`config.mk`:
```
export PLATFORM = sky130hd
export DESIGN_NAME = if_id_reg
export DESIGN_NICKNAME = d
export VERILOG_FILES = /design/src/rtl/if_id_reg_pkg.sv /design/src/rtl/if_id_reg_fetch_addr_chk.sv /design/src/rtl/if_id_reg.sv
export SDC_FILE = /design/constraint.sdc
export NUM_CORES = 1
export LEC_CHECK = 0
export CAP_MARGIN = 40
export CORE_MARGIN = 2
export CORE_UTILIZATION = 42
export CTS_CLUSTER_DIAMETER = 40
export CTS_CLUSTER_SIZE = 24
export DETAILED_ROUTE_END_ITERATION = 7
export PLACE_DENSITY = 0.81
export SYNTH_ARGS = -nofsm -noshare
export SYNTH_HDL_FRONTEND = slang
export SYNTH_HIERARCHICAL = 1
export SYNTH_SLANG_ARGS = --single-unit
```
`constraint.sdc`:
```
create_clock -name Clk -period 1.9 [get_ports Clk]
set_input_delay 0.38 -clock Clk [delete_from_list [all_inputs] [get_ports Clk]]
set_output_delay 0.38 -clock Clk [all_outputs]
set_load 0.1 [all_outputs]
```
`src/rtl/if_id_reg_pkg.sv`:
```
// Shared pipeline constants: exception codes, memory map and the nop encoding.
// Reused by the stage registers and CP0.
package if_id_reg_pkg;

  localparam logic [4:0] EXC_NONE = 5'd0;
  localparam logic [4:0] EXC_INT  = 5'd0;
  localparam logic [4:0] EXC_ADEL = 5'd4;
  localparam logic [4:0] EXC_ADES = 5'd5;
  localparam logic [4:0] EXC_RI   = 5'd10;
  localparam logic [4:0] EXC_OV   = 5'd12;

  localparam logic [31:0] RESET_PC   = 32'h0000_3000;
  localparam logic [31:0] HANDLER_PC = 32'h0000_4180;
  localparam logic [31:0] IM_LO      = 32'h0000_3000;
  localparam logic [31:0] IM_HI      = 32'h0000_6FFC;

  localparam logic [31:0] NOP = 32'h0000_0000;

endpackage

```
`src/rtl/if_id_reg_fetch_addr_chk.sv`:
```
// Combinational fetch-address check: misaligned or outside [LO, HI] raises AdEL.
// The later stage registers reuse it for their own address range checks.
module if_id_reg_fetch_addr_chk
  import if_id_reg_pkg::*;
#(
  parameter logic [31:0] LO = IM_LO,
  parameter logic [31:0] HI = IM_HI
) (
  input  logic [31:0] pc_i,
  output logic        fault_o,
  output logic [4:0]  exc_code_o
);

  always_comb begin
    fault_o    = (pc_i[1:0] != 2'b00) || (pc_i < LO) || (pc_i > HI);
    exc_code_o = fault_o ? EXC_ADEL : EXC_NONE;
  end

endmodule

```
`src/rtl/if_id_reg.sv`:
```
// Fetch-to-decode pipeline register with stall, flush, exception redirect,
// fetch-address fault tagging and a saturating stall-cycle counter.
module if_id_reg
  import if_id_reg_pkg::*;
#(
  parameter logic [31:0] RESET_PC   = if_id_reg_pkg::RESET_PC,
  parameter logic [31:0] HANDLER_PC = if_id_reg_pkg::HANDLER_PC,
  parameter logic [31:0] IM_LO      = if_id_reg_pkg::IM_LO,
  parameter logic [31:0] IM_HI      = if_id_reg_pkg::IM_HI,
  parameter int unsigned CNT_W      = 16
) (
  input  logic             Clk,
  input  logic             Rst,
  input  logic             En,
  input  logic             Flush,
  input  logic             Req,
  input  logic [31:0]      PC_F,
  input  logic [31:0]      Instr_F,
  input  logic             BD_F,
  output logic [31:0]      PC_D,
  output logic [31:0]      Instr_D,
  output logic [4:0]       ExcCode_D,
  output logic             BD_D,
  output logic             Valid_D,
  output logic [CNT_W-1:0] StallCnt
);

  logic [31:0]      pc_q, pc_d;
  logic [31:0]      instr_q, instr_d;
  logic [4:0]       exc_q, exc_d;
  logic             bd_q, bd_d;
  logic             valid_q, valid_d;
  logic [CNT_W-1:0] cnt_q, cnt_d;

  logic             fetch_fault;
  logic [4:0]       fetch_exc;

  if_id_reg_fetch_addr_chk #(
    .LO (IM_LO),
    .HI (IM_HI)
  ) u_fetch_addr_chk (
    .pc_i       (PC_F),
    .fault_o    (fetch_fault),
    .exc_code_o (fetch_exc)
  );

  // Priority: Req > Flush > stall > capture; Rst is applied in the flop block.
  always_comb begin
    pc_d    = pc_q;
    instr_d = instr_q;
    exc_d   = exc_q;
    bd_d    = bd_q;
    valid_d = valid_q;
    cnt_d   = cnt_q;
    if (Req) begin
      pc_d    = HANDLER_PC;
      instr_d = NOP;
      exc_d   = EXC_NONE;
      bd_d    = 1'b0;
      valid_d = 1'b0;
    end else if (Flush) begin
      pc_d    = PC_F;
      instr_d = NOP;
      exc_d   = EXC_NONE;
      bd_d    = 1'b0;
      valid_d = 1'b0;
    end else if (!En) begin
      if (cnt_q != {CNT_W{1'b1}}) cnt_d = cnt_q + 1'b1;
    end else begin
      pc_d    = PC_F;
      instr_d = fetch_fault ? NOP : Instr_F;
      exc_d   = fetch_exc;
      bd_d    = BD_F;
      valid_d = 1'b1;
    end
  end

  always_ff @(posedge Clk) begin
    if (Rst) begin
      pc_q    <= RESET_PC;
      instr_q <= NOP;
      exc_q   <= EXC_NONE;
      bd_q    <= 1'b0;
      valid_q <= 1'b0;
      cnt_q   <= '0;
    end else begin
      pc_q    <= pc_d;
      instr_q <= instr_d;
      exc_q   <= exc_d;
      bd_q    <= bd_d;
      valid_q <= valid_d;
      cnt_q   <= cnt_d;
    end
  end

  assign PC_D      = pc_q;
  assign Instr_D   = instr_q;
  assign ExcCode_D = exc_q;
  assign BD_D      = bd_q;
  assign Valid_D   = valid_q;
  assign StallCnt  = cnt_q;

endmodule

```
Word level (Yosys, flattened, before mapping)
Cells that the tools add are included.

cells by class
  add/subtract/negate cells = 1
  magnitude comparators = 2
  eq/ne operators = 1
  muxes and demuxes = 5
  bitwise gates (word level) = 3
  reductions and logical operators = 8

operator list
  operator                                                          count
  two-way mux 32 bit                                                3
  greater-than comparator 32 x 15 -> 1 bit (second input constant)  1
  < comparator 32 x 14 -> 1 bit (second input constant)             1
  adder 16 x 1 -> 16 bit (second input constant)                    1
  inequality test 16 bit (second input constant)                    1
  two-way mux 15 bit                                                1
  AND reduction 4 bit                                               1
  nonzero test 2 bit                                                2
  two-way mux 3 bit                                                 1
  inverter 1 bit                                                    3
  nonzero test 3 bit                                                1
  OR reduction 3 bit                                                1
  logical OR 1 bit                                                  2
  OR reduction 2 bit                                                1

word-level totals
  register bits after elaboration = 87
  input bits = 70
  output and inout port bits = 87
  logic and storage cells = 27

Depth between registers and ports, before layout
Gate-level depths: netlist (run 1).

  word-level depth = 4
  depth in mapped cells = 7
  mapped depth without buffers = 6

Cells and area by module
The synthesis (run 1) kept the hierarchy.

modules (own cells, without submodules)
  module                    times used  cells each  area an instance (um^2)  seq. area each (um^2)
  if_id_reg                 1           400         3378.2                   1741.7
  if_id_reg_fetch_addr_chk  1           15          96.3                     0.0

Least setup slack after synthesis (run 1)
Ideal clock, no wire load.

  path type = register to register
  start point = register cnt_q[0], in the netlist StallCnt[0]
  end point = register cnt_q[1], in the netlist StallCnt[1]
  setup time = 0.071 ns
  arrival = 2.272 ns
  data required time = 1.829 ns
  setup slack = -0.443 ns
  stages on the path, launching flop included = 7
  buffers on the path = 1
  clock period less this slack = 2.343 ns
  cell sequence = dfxtp_1 ha_1 nand3_1 nor4_2 buf_2 o21ai_0 a21oi_1

between the ends
  cells in the longest elaborated chain, start to end = 2
  elaborated cells between the ends (all ways) = 3
  classes of those cells = add/sub: 1; eq/ne: 1; reduce/logical: 1

ends and longest elaborated chain
  what                                                            RTL line         RTL
  start, declared                                                 if_id_reg.sv:33  logic [CNT_W-1:0] cnt_q, cnt_d;
  start signal, assigned                                          if_id_reg.sv:92  cnt_q <= cnt_d;
  branches (longest 2 deep; another with adder 16 x 1 -> 16 bit)  -

Parallel ways; which one is timed is not known.
A chain may end at the register's enable or synchronous reset.

Worst setup path in the final report (run 1)
  start point = input port PC_F[18]
  end point = register instr_q[27], in the netlist Instr_D[27]

between the ends
  cells in the longest elaborated chain, start to end = 4
  elaborated cells between the ends (all ways) = 5
  classes of those cells = order compare: 2; mux: 1; reduce/logical: 2

ends and longest elaborated chain
  what                           RTL line                        RTL
  start, declared                if_id_reg.sv:17                 input logic [31:0] PC_F,
  < comparator 32 x 14 -> 1 bit  if_id_reg_fetch_addr_chk.sv:15  fault_o = (pc_i[1:0] != 2'b00) || (pc_i < LO) || (pc_i > HI);
  logical OR 1 bit               if_id_reg_fetch_addr_chk.sv:15
  logical OR 1 bit *             if_id_reg_fetch_addr_chk.sv:15
  net fetch_fault                if_id_reg.sv:35                 logic fetch_fault;
  two-way mux 32 bit *           if_id_reg.sv:71                 instr_d = fetch_fault ? NOP : Instr_F;
  end signal, assigned           if_id_reg.sv:88                 instr_q <= instr_d;
  end, declared                  if_id_reg.sv:29                 logic [31:0] instr_q, instr_d;

Mark *: on every way through the listed nets, which the timed path passes. The rest lies on a longest branch.

==> results of run 1 <==
==> sequential cells by signal, summed over array words and instances, names as in the netlist <==
signal	flops
PC_D	32
ExcCode_D	5
Instr_D	32
StallCnt	16
BD_D	1
Valid_D	1
==> metrics by stage <==
step | setup WS (ns) | power [mW] | setup TNS [ns]
2_1_floorplan | 0.0225 | 2.29 | 0
3_3_place_gp | -0.188 | 2.53 | -6.69
3_5_place_dp | -0.276 | 2.54 | -8.96
4_1_cts | 0.105 | 4.18 | 0
5_1_grt | -0.0367 | 4.29 | -0.245
6_report | 0.0272 | 4.15 | 0
==> cells by family after synthesis <==
family          share of synthesized area (%)
simple gates                             27.5
compound gates                           14.9
flops                                    50.1
buf+inv                                  4.46
mux                                      2.30
fa+ha+maj                               0.360
other cells                             0.108
xor+xnor                                0.252
==> repair_timing <==
item                                    in CTS  in global routing
gates resized for setup                      0                  8
buffers inserted                             0                  1
endpoints found under the setup margin       0                 28
==> cells in the final DEF (no fill, tap or decap), types with 4 or more instances in the layout <==
master            n
buf_4            97
a21oi_1          75
dfxtp_1          71
nand2_1          65
clkdlybuf4s50_1  64
nor2_1           40
nor2b_1          31
dfxtp_2          14
buf_12           13
o31ai_1          11
or4_1            10
clkbuf_8          9
mux2i_1           8
or3_1             6
nand3_1           6
nand4_1           5
o21ai_0           5
bufinv_16         4
dlymetal6s2s_1    4
conb_1            4
==> per-layer routing <==
layer	vias to the layer above	part of all wire [%]
met5	-	0
met4	0	2.0
met3	19	8.3
met2	145	48
met1	1606	42
li1	1742	-
==> how the worst min path moves through the flow <==
stage | slack [ns] | from | endpoint | depth (start not counted)
6_report | 0.33 | PC_F[19] | PC_D[19]$_SDFFE_PP0P_ | 3
3_5_place_dp | 0.45 | PC_D[15]$_SDFFE_PP0P_ | PC_D[15]$_SDFFE_PP0P_ | 2
5_1_grt | 0.33 | PC_F[19] | PC_D[19]$_SDFFE_PP0P_ | 3
4_1_cts | 0.46 | PC_D[15]$_SDFFE_PP0P_ | PC_D[15]$_SDFFE_PP0P_ | 2
2_1_floorplan | 0.48 | Req | PC_D[12]$_SDFFE_PP1P_ | 1
3_3_place_gp | 0.44 | PC_D[25]$_SDFFE_PP0P_ | PC_D[25]$_SDFFE_PP0P_ | 2
==> cell type report <==
type / instances / share of cell area [%]
Clock inverter: 6 / 2.42
Multi-Input combinational cell: 297 / 29.2
Tap cell: 105 / 2.38
Clock buffer: 9 / 2.24
Timing Repair Buffer: 182 / 31.6
Inverter: 3 / 0.204
Sequential cell: 87 / 32.0
==> cell usage after synthesis, types with 2 or more instances <==
cell and instances:
and3_1 2, dfxtp_1 87, a21oi_1 75, or4_1 10, or2_2 2, buf_4 5
nor2_1 40, clkbuf_1 23, nor4_1 4, nand3_1 6, o31ai_1 11, or3_1 6
o21ai_0 5, o21bai_1 2, and4_1 3, inv_1 3, nand2_1 65, nor2b_1 32
nand3b_1 2, nand4_1 5, a31oi_1 3, nor3_1 3, mux2i_1 8
==> worst max-delay path: cells and delay by family <==
| kind | cells | cell delay, ns |
|---|---|---|
| compound gates | 1 | 0.06 |
| buf+inv | 2 | 0.64 |
| simple gates | 5 | 1.05 |
==> where the power goes <==
group          internal (mW)  switching [mW]  leakage, nW
registers               1.85          0.0198        0.715
clock network           1.00           0.649        0.129
logic                  0.224           0.402         1.41
total                   3.08            1.07         2.25
==> results, run 1 <==
- The peak supply drop is roughly 520 µV.
- The finished layout cell area is 5530 µm².
- The final layout contains 651 nets.
- The clock-pin slew on the worst setup and hold paths is 0.09 ns.
- The number of placement rows is 33.
- Across all layers, the routed design uses 3,512 vias.
- The total placed instance area is 5170 µm².
- In the post-synthesis netlist, the biggest area contributors are dfxtp_1, a21oi_1, nand2_1, nor2b_1, nor2_1.
- For this run, design rule violations remaining after detail routing come to 0.
- The post-synthesis instance total is 415.
- The number of synthesis warnings is 6.
- Of all cell types, the one taking the most synthesized area is dfxtp_1.
- The worst setup path endpoint is Instr_D[27]$_SDFFE_PP0P_.
- Of all nets on the critical path, the largest fanout is 7.
- The number of distinct library cells after synthesis is 36.
- Summed over all layers, the global routing overflow is 0.
- The CTS tree is built.
- The worst path required time is 2.19 ns.
- Each instance of the synthesized netlist takes up on average 8.37 µm².
- Summed over all cells, the static leakage comes to 2.25 nW.
- The vertical extent of the die is 95.0 µm.
- The horizontal die dimension is 95.0 µm.
- The hold violation count in the final report is 0.
- The number of global-route vias before repair is 3,319.
- Across the run, the number of max-cap violations was 0.
- Input and output buffers added on the ports amount to 156.
- Setup violations remaining at the end of the flow were counted as 0.
- After the flow finishes, the layout carries non-filler instances totaling 689.
- Buffers inserted during clock tree synthesis total 9.
- The number of top-level design ports is around 160.
- The portion of the clock cycle consumed by the worst path in the final layout is 98.6%.
- The detailed placement HPWL is 6.82 mm.
- The H-tree depth is 3.
- The most critical setup path has its startpoint at PC_F[18].
- After clock tree synthesis, the flow added hold-fix buffers numbering 0.
- The die covers 9020 µm².
- The insertion delay of the later-clocked pin in the worst-skew pair is 0.35 ns.
- For this design, the sink count on the clock tree is 87.
- Registers take 1770 µm².
- The busiest layer in global routing is met2.
- Yosys mapped a number of flops with a built-in enable equal to 0.
- The cell area that synthesis handed to floorplanning was 3470 µm².
- The data arrival time of the critical path is 2.16 ns.
- The worst-case headroom to the max-slew limit is 65.4%.
- The multi-input combinational cell area is about 1600 µm².
- Measured in cells, the most critical reg-to-reg path has a length of 6.
- The commonest register cell after synthesis is dfxtp_1.
- The repair_antennas step left the layout with diodes totalling 0.
- The portion of the post-synthesis area used by sequential elements is about 50%.
- Before antenna repair, the detailed router went through 4 iterations.
- The met1 routing resource usage after global routing is 26.0%.
- After synthesis the netlist holds a flip-flop and latch count of 87.
- The met3 track demand over resource in global routing is 6.62%.
- Fill cells in the final layout number 674.
- The number of pins with negative max-slew slack in the final report was 0.
- The minimum hold slack is 0.332 ns.
- The run finished with clean final reports.
- The initial core utilization is 42.7%.
- For flop-to-flop paths, the worst setup slack is 0.15 ns.
- The detailed-route wire length is between 9 and 10 mm.
- The async set or reset register ratio after synthesis is 0%.
- The worst path in the final design needs a cycle of 1.87 ns, including I/O delays and setup.
- The tree is rooted in a clkbuf_8.
- The fmax is 0.534 GHz.
- The kind of critical path is primary input to flop.
- Once layout is complete, the utilization of the core stands at 68.0%.
- Between clock sinks in the finished design, the worst skew comes to 0.0103 ns.
- The slowest cell on the critical path is clkdlybuf4s50_1.
- The average detailed-routed wire length per instance is 14.3 µm.
- The area fraction of the dominant cell type after synthesis is 50.1%.
- The wire length of the first global-routing pass is 15.2 mm.
- The global-route usage over all layers is a little over a fifth.
- The final estimated routing congestion in global placement is 0.783.
- Compared with the post-synthesis result, the final layout area differs by 59.1%.
- The type of the most critical hold path is primary input to flop.
- The signal on the critical path passes through clkdlybuf4s50_1 -> nor4_1 -> and3_1 -> nand4_1 -> nor2b_4 -> clkbuf_16 -> a21oi_1 -> nor2_1.
- In this run, the number of DRC markers left after iteration 0 of detailed routing was 82.
- At the pin with the least slew margin, the transition time is 0.520 ns.
- The worst setup path is launched from a primary input.
- The detail route stage leaves a number of antenna-violating nets equal to 0.
- The startpoint identified for the worst register-to-register timing path is StallCnt[0]$_SDFFE_PP0P_.
- Entering global routing, the biggest net connects 40 pins.
- Counting tap cells, the placed design contains a total of 670 instances.
- STA classifies the critical path endpoint as a flop.
- No sink is reached through more buffers than the 2 on the longest clock path.
- Using the TritonRoute via totals, the vias-per-cell ratio works out to slightly above 5.
- The post-route netlist has ~27% of its cells at a drive strength greater than 1.
- The power density over cell area is ~750 nW/µm².
- The core region is 8130 µm².
- For this run, the slowest stage of the critical path takes about 0.43 ns.
- The initial antenna violation count came to 0.
- The fraction of met2 tracks used by global routing is 34.5%.
- In this run the critical register-to-register path is captured at StallCnt[3]$_SDFFE_PP0P_.
No activity file was read; power rests on OpenSTA's default activity.
==> inputs of run 2 (changes only) <==
Settings changed: MAX_ROUTING_LAYER from default to met4, PLACE_DENSITY 0.81 to default, PLACE_DENSITY_LB_ADDON from default to 0.25, SLEW_MARGIN from default to 20.
==> run 2 against run 1 <==
Register-to-register slack improved by 0.02 ns. Largest power group unchanged. Clock skew fell by 0.0033 ns. Sequential power is essentially flat. Critical path type unchanged. Hold slack improved by 0.12 ns.
==> results, run 2 (synthesis gave the netlist of run 1 again) <==
- The maximum fanout count along the critical path is 31 (+24).
- The final estimated routing congestion in global placement is 0.832 (+6.2%).
- The initial antenna violation count came to 0 (unchanged).
- The post-detailed-route DRC marker count is 0 (unchanged).
- The first-pass detailed-route iteration total is 4 (unchanged).
- The maximum number of pins on one net before global-route repair is 42 (+5.0%).
- The wire length of the first global-routing pass is 14.7 mm (-3.0%).
- The fraction of final layout cells sized beyond drive strength 1 is 26.0% (-0.89 points).
- The global-route usage over all layers is 21.2% (+0.13 points).
- The number of hold buffers added after CTS is 0 (unchanged).
- The residual antenna-violating net count after detailed routing came to 0 (unchanged).
- Setup repair after global routing left no endpoint under its margin.
- The switching part of the total is 28.6% (+2.8 points).
- The die area is 9020 µm² (unchanged).
- The number of diodes added for antenna fixing is 0 (unchanged).
- The switching power of the nets is 1.08 mW (+0.62%).
- The H-tree depth is 3 (unchanged).
- In the layout the commonest cells are buf_4, a21oi_1, dfxtp_1, clkdlybuf4s50_1, nand2_1.
- The worst-case headroom to the max-slew limit was 63.8% (-1.5 points).
- The sum of overflow across all layers after global routing was 0 (unchanged).
- The number of placement rows is 33 (unchanged).
- The setup clock skew after layout is 0.00705 ns (-0.00327 ns).
- The insertion delay of the later-clocked pin in the worst-skew pair is 0.35 ns (about the same).
- The post-layout utilization of the core was 66.6% (-1.3 points).
- The finished layout cell area is 5420 µm² (-2.0%).
- The number of max-cap violations came to 0 (unchanged).
- The minimum period implied by the final worst setup slack is 1.79 ns (-0.0857 ns).
- In this run the clock root is driven by a clkbuf_8.
- The hold violation count in the final report is 0 (unchanged).
- The multi-input combinational cell area is 1600 µm² (-0.77%).
- The number of vias in the routed layout is 3,440 (-2.1%).
- The relative contribution of combinational cells to total power was 16.7% (+1.6 points).
- The commonest non-fill, non-tap cell in the layout is buf_4.
- The startpoint type of the worst setup path is a primary input.
- The net total in the final layout was 647 (-0.61%).
- The run finished with clean final reports.
- The overall power of the completed layout is 3.77 mW (-9.1%).
- The number of pins with negative max-slew slack in the final report is 0 (unchanged).
- STA classifies the critical path endpoint as a flop.
- The post-placement worst setup slack is -0.250 ns (+0.0259 ns).
- The power density over cell area is 696 nW/µm² (-7.2%).
- The average detailed-routed wire length per instance was 13.5 µm (-5.7%).
- In this run the worst hold path is classified as flop to flop.
- The horizontal die dimension is 95.0 µm (unchanged).
- The via density per instance came to 5.01 (-1.6%).
- The CTS tree is built.
- The worst-case clock buffer depth is 2 (unchanged).
- Relative to the synthesized area, the layout overhead comes to 56.0%.
- The relative contribution of the clock network to total power is 33.6% (-6.1 points).
- The count of input and output buffers was 156 (unchanged).
- The initial core utilization is 42.7% (unchanged).
- The fmax was 0.560 GHz (+4.8%).
- The kind of critical path is primary input to flop.
- The total placed instance area is 5210 µm² (+0.82%).
- The final worst setup slack was 0.113 ns (+0.0857 ns).
- The worst path required time is 2.18 ns (about the same).
- The number of CTS-inserted buffers is 9 (unchanged).
- The vertical extent of the die was 95.0 µm (unchanged).
- The number of top-level design ports is 157 (unchanged).
- The internal power is 2.69 mW (-12%).
- The number of fill cells in the layout came to 664 (-1.5%).
- The data arrival time of the critical path is 2.07 ns (-0.09 ns).
- The worst-margin pin slew is 0.543 ns (+0.0231 ns).
- The placeable core region is 8130 µm² (unchanged).
- The portion of total power attributed to sequential cells is 49.7% (+4.5 points).
- The portion of the clock cycle consumed by the worst path in the final layout is 94.1% (-4.5 points).
- The flip-flop and latch area was 1770 µm² (unchanged).
- The number of global-route vias before repair is 3,217 (-3.1%).
- The clock sink total is 87 (unchanged).
- The final setup violation count is 0 (unchanged).
- The detailed-route wire length is 9.24 mm (-6.1%).
- The leakage dissipation is 2.15 nW (-4.7%).
- The detailed placement HPWL is 6.64 mm (-2.6%).
- The peak supply drop is 327 µV (-37%).
- The number of design-rule violations left by the first detailed-router iteration is 107 (+30%).
- The clock-pin slew on the worst setup and hold paths is 0.09 ns (about the same).
run 2: cell count changes in the layout (fill, tap and decap cells not counted), moves of 2 or more:
cell | previous run | this run
clkinvlp_4 | 0 | 3
clkbuf_1 | 0 | 2
dlymetal6s2s_1 | 4 | 0
bufinv_16 | 4 | 1
clkbuf_16 | 2 | 0
buf_12 | 13 | 17
buf_4 | 97 | 92
clkdlybuf4s50_1 | 64 | 68
run 2: worst paths after layout:
path / startpoint / end / slack (ns) / depth (start not counted)
setup / recovery: PC_F[1] / Instr_D[13]$_SDFFE_PP0P_ / 0.11 / 8
hold / removal: PC_D[27]$_SDFFE_PP0P_ / PC_D[27]$_SDFFE_PP0P_ / 0.46 / 2
setup reg to reg: StallCnt[0]$_SDFFE_PP0P_ / StallCnt[7]$_SDFFE_PP0P_ / 0.17 / 6
hold reg to reg: PC_D[27]$_SDFFE_PP0P_ / PC_D[27]$_SDFFE_PP0P_ / 0.46 / 2
run 2: cell type report:
class                      count  share of cell area (%)
sequential                    87                    32.6
timing repair buffer         178                    31.7
multi-input combinational    297                    29.6
clock buffer                  11                    2.42
tap                          105                    2.42
clock inverter                 5                    1.08
inverter                       3                   0.208
run 2: routing by layer:
| metal | global-route usage [%] | share of wire, % | up-vias |
|---|---|---|---|
| met5 | - | 0 | - |
| met2 | 32.0 | 46 | 119 |
| met4 | 8.94 | 1.9 | 0 |
| met1 | 26.4 | 44 | 1570 |
| met3 | 6.46 | 8.0 | 15 |
| li1 | - | - | 1736 |
run 2: metrics by stage:
stage	hold WS, ns	setup TNS [ns]	instances
after global routing	0.474	0	686
after floorplan	0.483	0	418
after CTS	0.458	0	685
final	0.455	0	686
after detailed placement	0.445	-8.46	669
after global placement	0.439	-5.38	669
run 2: power groups by stage:
| stage | Combinational (mW) | Clock, mW | Sequential [mW] |
|---|---|---|---|
| after floorplan | 0.120 | 0 | 2.17 |
| after global placement | 0.625 | 0 | 1.92 |
| after detailed placement | 0.628 | 0 | 1.92 |
| after CTS | 0.630 | 1.29 | 1.87 |
| after global routing | 0.664 | 1.38 | 1.88 |
| final | 0.630 | 1.27 | 1.87 |
run 2: what timing repair did:
item	in CTS	in global routing
setup buffers	0	1
resized for setup	0	2
setup endpoints to repair	0	10
run 2: critical path: stages:
cell and delay (ns):
clkdlybuf4s50_1 0.45, nor4_2 0.28, and3_1 0.18, nand4_1 0.18
nor2b_2 0.21, buf_12 0.20, a21oi_1 0.09, nor2_1 0.09
